===== config.mk =====
export PLATFORM = sky130hd
export DESIGN_NAME = bcd_two_digit_counter
export DESIGN_NICKNAME = d
export VERILOG_FILES = /design/src/rtl/bcd_pkg.sv /design/src/rtl/bcd_digit.sv /design/src/rtl/bcd_two_digit_counter.sv
export SDC_FILE = /design/constraint.sdc
export NUM_CORES = 1
export LEC_CHECK = 0
export BUFFER_PORTS_ARGS = -buffer_cell sky130_fd_sc_hd__buf_2
export CAP_MARGIN = 10
export CORE_MARGIN = 2
export CORE_UTILIZATION = 44
export CTS_CLUSTER_DIAMETER = 50
export DETAILED_ROUTE_END_ITERATION = 8
export MAX_ROUTING_LAYER = met4
export PLACE_DENSITY_LB_ADDON = 0.3
export SLEW_MARGIN = 20
export SYNTH_ARGS = -nofsm -noshare
export SYNTH_HDL_FRONTEND = slang
export SYNTH_SLANG_ARGS = --single-unit

===== constraint.sdc =====
create_clock -name clk -period 2.2 [get_ports clk]
set_input_delay 0.44 -clock clk [delete_from_list [all_inputs] [get_ports clk]]
set_output_delay 0.44 -clock clk [all_outputs]
set_load 0.005 [all_outputs]

===== src/rtl/bcd_pkg.sv =====
// Shared BCD digit type, width and clamp helper for the two-digit counter.
// No logic of its own: constants, typedef and one pure function.
// No flow control: consumers use these in combinational context.
package bcd_pkg;
    localparam int BCD_W = 4;
    typedef logic [BCD_W-1:0] bcd_t;
    localparam bcd_t BCD_MAX = 4'd9;

    function automatic bcd_t bcd_clamp(input bcd_t d);
        return (d > BCD_MAX) ? BCD_MAX : d;
    endfunction
endpackage


===== src/rtl/bcd_digit.sv =====
// One BCD digit register that steps up/down between 0 and max_dig, or loads.
// Latency: digit updates one edge after step/load; cout is combinational from state+step.
// No backpressure: step and load are single-cycle strobes, load wins over step.
module bcd_digit
    import bcd_pkg::*;
(
    input  logic clk,
    input  logic rst_n,
    input  logic step,
    input  logic up_dn,
    input  logic load,
    input  bcd_t load_dig,
    input  bcd_t max_dig,
    output bcd_t digit,
    output logic cout
);
    bcd_t digit_d, digit_q;
    logic at_edge;

    always_comb begin
        at_edge = up_dn ? (digit_q == max_dig) : (digit_q == '0);
        cout    = step && at_edge;
        digit_d = digit_q;
        if (load) begin
            digit_d = load_dig;
        end else if (step) begin
            if (up_dn) digit_d = at_edge ? bcd_t'(0) : digit_q + bcd_t'(1);
            else       digit_d = at_edge ? max_dig   : digit_q - bcd_t'(1);
        end
    end

    always_ff @(posedge clk) begin
        if (!rst_n) digit_q <= '0;
        else        digit_q <= digit_d;
    end

    assign digit = digit_q;
endmodule


===== src/rtl/bcd_two_digit_counter.sv =====
// Two-digit BCD up/down counter with prescaler, clamped load and tc pulse; BCD_CNT_SATURATE_EN holds at limits.
// Latency: tens/ones/tc change one edge after a tick or load; all outputs registered.
// No backpressure: en freezes prescaler and count, load overrides en and tick.
module bcd_two_digit_counter
    import bcd_pkg::*;
#(
    parameter int TICK_DIV = 50000000,
    parameter int MAX_TENS = 9,
    parameter int MAX_ONES = 9
) (
    input  logic       clk,
    input  logic       rst_n,
    input  logic       en,
    input  logic       up_dn,
    input  logic       load,
    input  logic [7:0] load_val,
    output logic [3:0] tens,
    output logic [3:0] ones,
    output logic       tc
);
    localparam int            PW         = (TICK_DIV > 1) ? $clog2(TICK_DIV) : 1;
    localparam logic [PW-1:0] PRESC_LAST = PW'(TICK_DIV - 1);
    localparam bcd_t          TOP_T      = bcd_t'(MAX_TENS);
    localparam bcd_t          TOP_O      = bcd_t'(MAX_ONES);

    logic [PW-1:0] presc_d, presc_q;
    logic          tc_d, tc_q;
    logic          tick, at_limit, step_ones, dig_load;
    logic          carry_ones, tens_cout_unused;
    bcd_t          tens_q, ones_q, clamp_t, clamp_o, ld_t, ld_o;

    always_comb begin
        tick     = en && (presc_q == PRESC_LAST);
        at_limit = up_dn ? (tens_q == TOP_T && ones_q == TOP_O)
                         : (tens_q == '0 && ones_q == '0);

        presc_d = presc_q;
        if (load)    presc_d = '0;
        else if (en) presc_d = tick ? '0 : presc_q + 1'b1;

        // BCD digit order matches numeric order, so one 8-bit compare clamps to the top value
        clamp_t = bcd_clamp(load_val[7:4]);
        clamp_o = bcd_clamp(load_val[3:0]);
        if ({clamp_t, clamp_o} > {TOP_T, TOP_O}) begin
            clamp_t = TOP_T;
            clamp_o = TOP_O;
        end

        step_ones = tick && !at_limit && !load;
`ifdef BCD_CNT_SATURATE_EN
        dig_load = load;
        ld_t     = clamp_t;
        ld_o     = clamp_o;
        tc_d     = tick && at_limit && !load;
`else
        // Wrap reuses the digits' load path so the top value need not be a digit boundary
        dig_load = load || (tick && at_limit);
        ld_t     = load ? clamp_t : (up_dn ? bcd_t'(0) : TOP_T);
        ld_o     = load ? clamp_o : (up_dn ? bcd_t'(0) : TOP_O);
        tc_d     = tick && at_limit && !load;
`endif
    end

    always_ff @(posedge clk) begin
        if (!rst_n) begin
            presc_q <= '0;
            tc_q    <= 1'b0;
        end else begin
            presc_q <= presc_d;
            tc_q    <= tc_d;
        end
    end

    bcd_digit u_ones (
        .clk      (clk),
        .rst_n    (rst_n),
        .step     (step_ones),
        .up_dn    (up_dn),
        .load     (dig_load),
        .load_dig (ld_o),
        .max_dig  (BCD_MAX),
        .digit    (ones_q),
        .cout     (carry_ones)
    );

    bcd_digit u_tens (
        .clk      (clk),
        .rst_n    (rst_n),
        .step     (carry_ones),
        .up_dn    (up_dn),
        .load     (dig_load),
        .load_dig (ld_t),
        .max_dig  (TOP_T),
        .digit    (tens_q),
        .cout     (tens_cout_unused)
    );

    assign tens = tens_q;
    assign ones = ones_q;
    assign tc   = tc_q;
endmodule


Yosys cells after proc, flatten, opt, wreduce, memory -nomap -nowiden
Index checks and enable logic that the tools add are counted.
{"block": "word_totals", "ff_bits": 35, "output_inout_bits": 9, "in_bits": 13, "word_cells": 53}
{"block": "op_classes", "addsub": 5, "eq_ne": 3, "mux": 21, "reduce_logical": 16, "bitwise_logic": 1, "order_cmp": 3}
{"op": "$mux W4", "n": 17}
{"op": "$add A26 B1 Y26 const B", "n": 1}
{"op": "$eq A26 B26 Y1 const B", "n": 1}
{"op": "$mux W26", "n": 1}
{"op": "$add A4 B1 Y4 const B", "n": 2}
{"op": "$eq A4 B4 Y1 const B", "n": 2}
{"op": "$gt A4 B4 Y1 const B", "n": 2}
{"op": "$gt A8 B8 Y1 const B", "n": 1}
{"op": "$logic_and A1 B1 Y1", "n": 8}
{"op": "$logic_not A4 Y1", "n": 2}
{"op": "$sub A4 B1 Y4 const B", "n": 2}
{"op": "$reduce_bool A2 Y1", "n": 2}
{"op": "$mux W1", "n": 3}
{"op": "$logic_not A1 Y1", "n": 2}
{"op": "$reduce_or A2 Y1", "n": 1}
{"op": "$logic_or A1 B1 Y1", "n": 1}
{"op": "$not A1 Y1", "n": 1}

Longest topological paths before layout
{"block": "logic_depth", "word_depth": 9, "ltp_mapped": 8, "ltp_nobuf": 7}

By module
Synthesis repeated with hierarchy kept, for this count alone.
{"block": "hier_totals", "cells_unflattened": 290, "area_unflattened_um2": 2413.6}
{"module": "bcd_two_digit_counter", "instances": 1, "area_each_um2": 1480.2, "seq_area_each_um2": 540.5, "cells_per_inst": 172}
{"module": "bcd_digit", "instances": 2, "area_each_um2": 466.7, "seq_area_each_um2": 80.1, "cells_per_inst": 59}

Least setup slack after synthesis
Ideal clock, no wire load.
{"block": "synth_timing", "path_type": "reg2reg", "startpoint": "reg u_ones.digit_q[0], in the netlist u_ones.digit[0]", "endpoint": "reg u_tens.digit_q[2], in the netlist u_tens.digit[2]", "required_ns": 2.081, "setup_slack_ns": -0.099, "arrival_ns": 2.180, "n_path_buf": 0, "period_less_slack_ns": 2.299, "path_stages_with_launch": 8, "setup_ns": 0.119, "path_cell_list": "dfxtp_1 > inv_1 > ha_1 > or3b_1 > or4b_4 > a2111oi_4 > nor4_1 > o221a_1"}
{"block": "synth_between", "elab_chain_cells": 8, "word_cells_on_any_way": 14, "cone_classes": "1 x eq/ne; 3 x mux; 10 x reduce/logical"}
{"item": "start: declaration", "line": "bcd_digit.sv:17", "text": "bcd_t digit_d, digit_q;"}
{"item": "start signal: assignment", "line": "bcd_digit.sv:34", "text": "else digit_q <= digit_d;"}
{"item": "$eq A4 B4 Y1 / $logic_not A4 Y1 (equally long branches)", "line": "bcd_digit.sv:21, bcd_two_digit_counter.sv:34, bcd_two_digit_counter.sv:35"}
{"item": "$logic_and A1 B1 Y1, on equally long branches", "line": "bcd_two_digit_counter.sv:34, bcd_two_digit_counter.sv:35"}
{"item": "$mux W1", "line": "bcd_two_digit_counter.sv:34", "text": "at_limit = up_dn ? (tens_q == TOP_T && ones_q == TOP_O)"}
{"item": "$logic_not A1 Y1", "line": "bcd_two_digit_counter.sv:49", "text": "step_ones = tick && !at_limit && !load;"}
{"item": "$logic_and A1 B1 Y1 (2 in a row)", "line": "bcd_two_digit_counter.sv:49"}
{"item": "$logic_and A1 B1 Y1", "line": "bcd_digit.sv:22", "text": "cout = step && at_edge;"}
{"item": "$reduce_bool A2 Y1 (no line)"}
{"item": "end signal: assignment", "line": "bcd_digit.sv:34"}
{"item": "end: declaration", "line": "bcd_digit.sv:17"}
Parallel ways exist; a longest one is shown, timed or not.
A chain may end at the register's enable or synchronous reset.

Worst setup path in the final report
{"block": "layout_timing", "startpoint": "reg u_ones.digit_q[1], in the netlist u_ones.digit[1]", "endpoint": "reg u_tens.digit_q[3], in the netlist u_tens.digit[3]"}
Same word-level chain as after synthesis.

==> metrics.txt <==
first-pass GRT wire length=7948 µm; tightest hold margin=0.4425 ns; Post-Syn Area=2082 µm²; GR Overflow Total=0; CTS tree=done; width of the die=72.79 µm; Slew headroom=76.09%; Initial Utilization=44.97%; endpoints failing setup=4; Max Freq=434.0 MHz; Syn Area/Cell=8.361 µm²; synthesis-stage register bit count=35; final non-filler cell area=2486 µm²; CP max stage delay=0.55 ns; PwrDens=517.7 nW/µm²; layout cells sized above 1=22.07%; initial antenna violation count=0; area of the core=4629 µm²; clk_skew=0.006877 ns; total global routing track utilization=19.61%; Post-Syn Instances=249; Std-Cell Rows=25; Vias=1,890; slowest CP cell=or4b_4; failing checks=setup timing; Max VDD drop=385.3 µV; status=complete, but fails checks; CTS root buf=clkbuf_8; final worst setup slack=-0.1043 ns; critical path type=flop to flop; WL/cell=13.12 µm; CTS clk-pin slew, worst paths=0.07 ns; register area=705.7 µm²; routed wire length=4513 µm; multi-input logic area=1311 µm²; CTS buffer count=5; Worst-Skew Late Latency=0.29 ns; post-DP HPWL=3330 µm; fill cell count=457; CP max FO=6; vias per inst=5.494; P_leak=0.9168 nW; drt first pass iters=4; sequential-to-total area share from yosys stat=33.65%; EDFF count, synth=0; critical path startpoint category=flop; Routability Congestion=0.8902; ys async rst share=0%; Placement Cell Area=2384 µm²; RSZ-0062 raised after global routing=yes; I/O Buffers=21; Final Power=0.001287 W; Final Cycle Share=104.7%; Worst Path Required=2.38 ns; CTS Hold Bufs=0; drt initial violations=107; Most used DFF post-synth=dfxtp_1; Die Footprint=5298 µm²; # DRC=0; Pins Over Slew Limit=0; deepest clock path buffer count=2; die height=72.79 µm; Antenna Violating Nets Remaining=0; Final Instance Count excl. Fillers=344; IO Count=22; Hold Vio Cnt, Final=0; max_cap viols=0; placed cells=334; number of global-route vias before repair=1,802; largest net degree at the start of global routing=27; worst hold path type=input pin to flop; CTS H-tree depth=2; area growth from synthesis to layout=19.41%; syn nets=269; CP arrival=2.49 ns; Ys Warns=0; Tmin final=2.304 ns; worst-path cell chain=inv_2 > ha_4 > or3b_4 > or4b_4 > a2111oi_4 > buf_4 > nor3_1 > o221a_1; CP Capture Type=flop; Final nets=309; clock sink total=35; synth unique cells=53; Worst Path Buf+Inv=2; pre-CTS setup slack=-0.1942 ns; ant diodes=0; Worst Tran Pin Value=0.3554 ns; CP top delay family=simple AND/OR/NAND/NOR gates
-- worst paths after layout --
path | endpoint | depth (start not counted) | start | slack [ns]
worst min-delay path | u_tens.digit[1] | 3 | load_val[5] | 0.44
worst min register to register | presc_q[23] | 2 | presc_q[23] | 0.49
worst max-delay path | u_tens.digit[3] | 8 | u_ones.digit[1] | -0.10
worst max register to register | u_tens.digit[3] | 8 | u_ones.digit[1] | -0.10
-- per-layer routing --
layer / track usage (%) / part of all wire (%) / up-vias
li1: - / - / 973
met1: 23.91 / 48 / 878
met2: 32.12 / 48 / 31
met3: 3.039 / 2.7 / 8
met4: 8.436 / 1.8 / 0
met5: - / 0 / -
-- where the power goes --
part           switching [W]  internal [W]
sequential         0.0000161      0.000645
clock               0.000218      0.000222
combinational      0.0000951     0.0000914
total               0.000329      0.000958
-- cell usage after synthesis, drive strengths merged (2+ instances only) --
master	number	share of area [%]
nor3	10	2.4
clkbuf	3	0.54
ha	7	4.2
nand4	9	3.0
nand2	21	3.8
a31oi	3	0.90
nor2	32	5.8
o311a	2	0.96
dfxtp	35	34
nor2b	2	0.60
nand3	9	2.2
or3	5	1.6
xor2	15	6.3
a21oi	7	1.7
or4	3	1.1
nand2b	4	1.2
and4	2	0.84
and3	4	1.2
o221a	3	1.6
o22ai	2	0.60
nand3b	2	0.72
o21ai	10	2.4
xnor2	10	4.2
buf	5	1.2
nor4	4	1.5
o31ai	3	1.1
inv	12	2.2
o21a	5	1.8
-- per-stage QoR --
| step | TNS, ns | utilization [%] |
|---|---|---|
| floorplan | -0.1405 | - |
| global placement | -0.4691 | 51.49 |
| detailed placement | -0.7419 | 51.49 |
| CTS | -0.2649 | 53.46 |
| global route | -0.6676 | 53.70 |
| finish | -0.3205 | 53.70 |
-- sequential cells by signal, summed over array words and instances, names as in the netlist --
signal,cells
tc,1
u_ones.digit,4
presc_q,26
u_tens.digit,4
-- area by class of cell --
cell class,instances,area share (%)
clock inverter,1,0.2013
timing repair buffer,41,10.92
multi-input combinational,193,52.74
clock buffer,7,3.070
tap,54,2.718
sequential,35,28.38
inverter,13,1.963
-- cell families (layout without fill, tap and decap cells) --
family | count (synthesis) | count (layout) | synth area share (%)
compound gates | 44 | 44 | 16.77
xor+xnor | 25 | 25 | 10.52
fa+ha+maj | 7 | 7 | 4.207
buf+inv | 21 | 62 | 4.086
flops | 35 | 35 | 33.65
mux | 2 | 2 | 1.562
simple gates | 115 | 115 | 29.21
-- cells in the final DEF, fill, tap and decap left out, types with 8 or more instances in the layout --
cell type and instances:
nor3_1 10, xnor2_1 10, dfxtp_1 33, nor2_1 32
buf_4 18, o21ai_0 9, buf_2 21, inv_1 10
nand3_1 9, nand4_1 8, xor2_1 15, nand2_1 21
-- tightest hold or removal path: stages --
cell	delay, ns
buf_2	0.11
nand2_1	0.06
a31oi_1	0.07
-- timing repair --
action | in CTS | in global routing
resized for setup | 1 | 1
setup endpoints to repair | 5 | 5
endpoints found under the hold margin | 0 | 0
setup buffers | 1 | 1
pin swaps | 4 | 1
(Power assumes the default switching activity.)
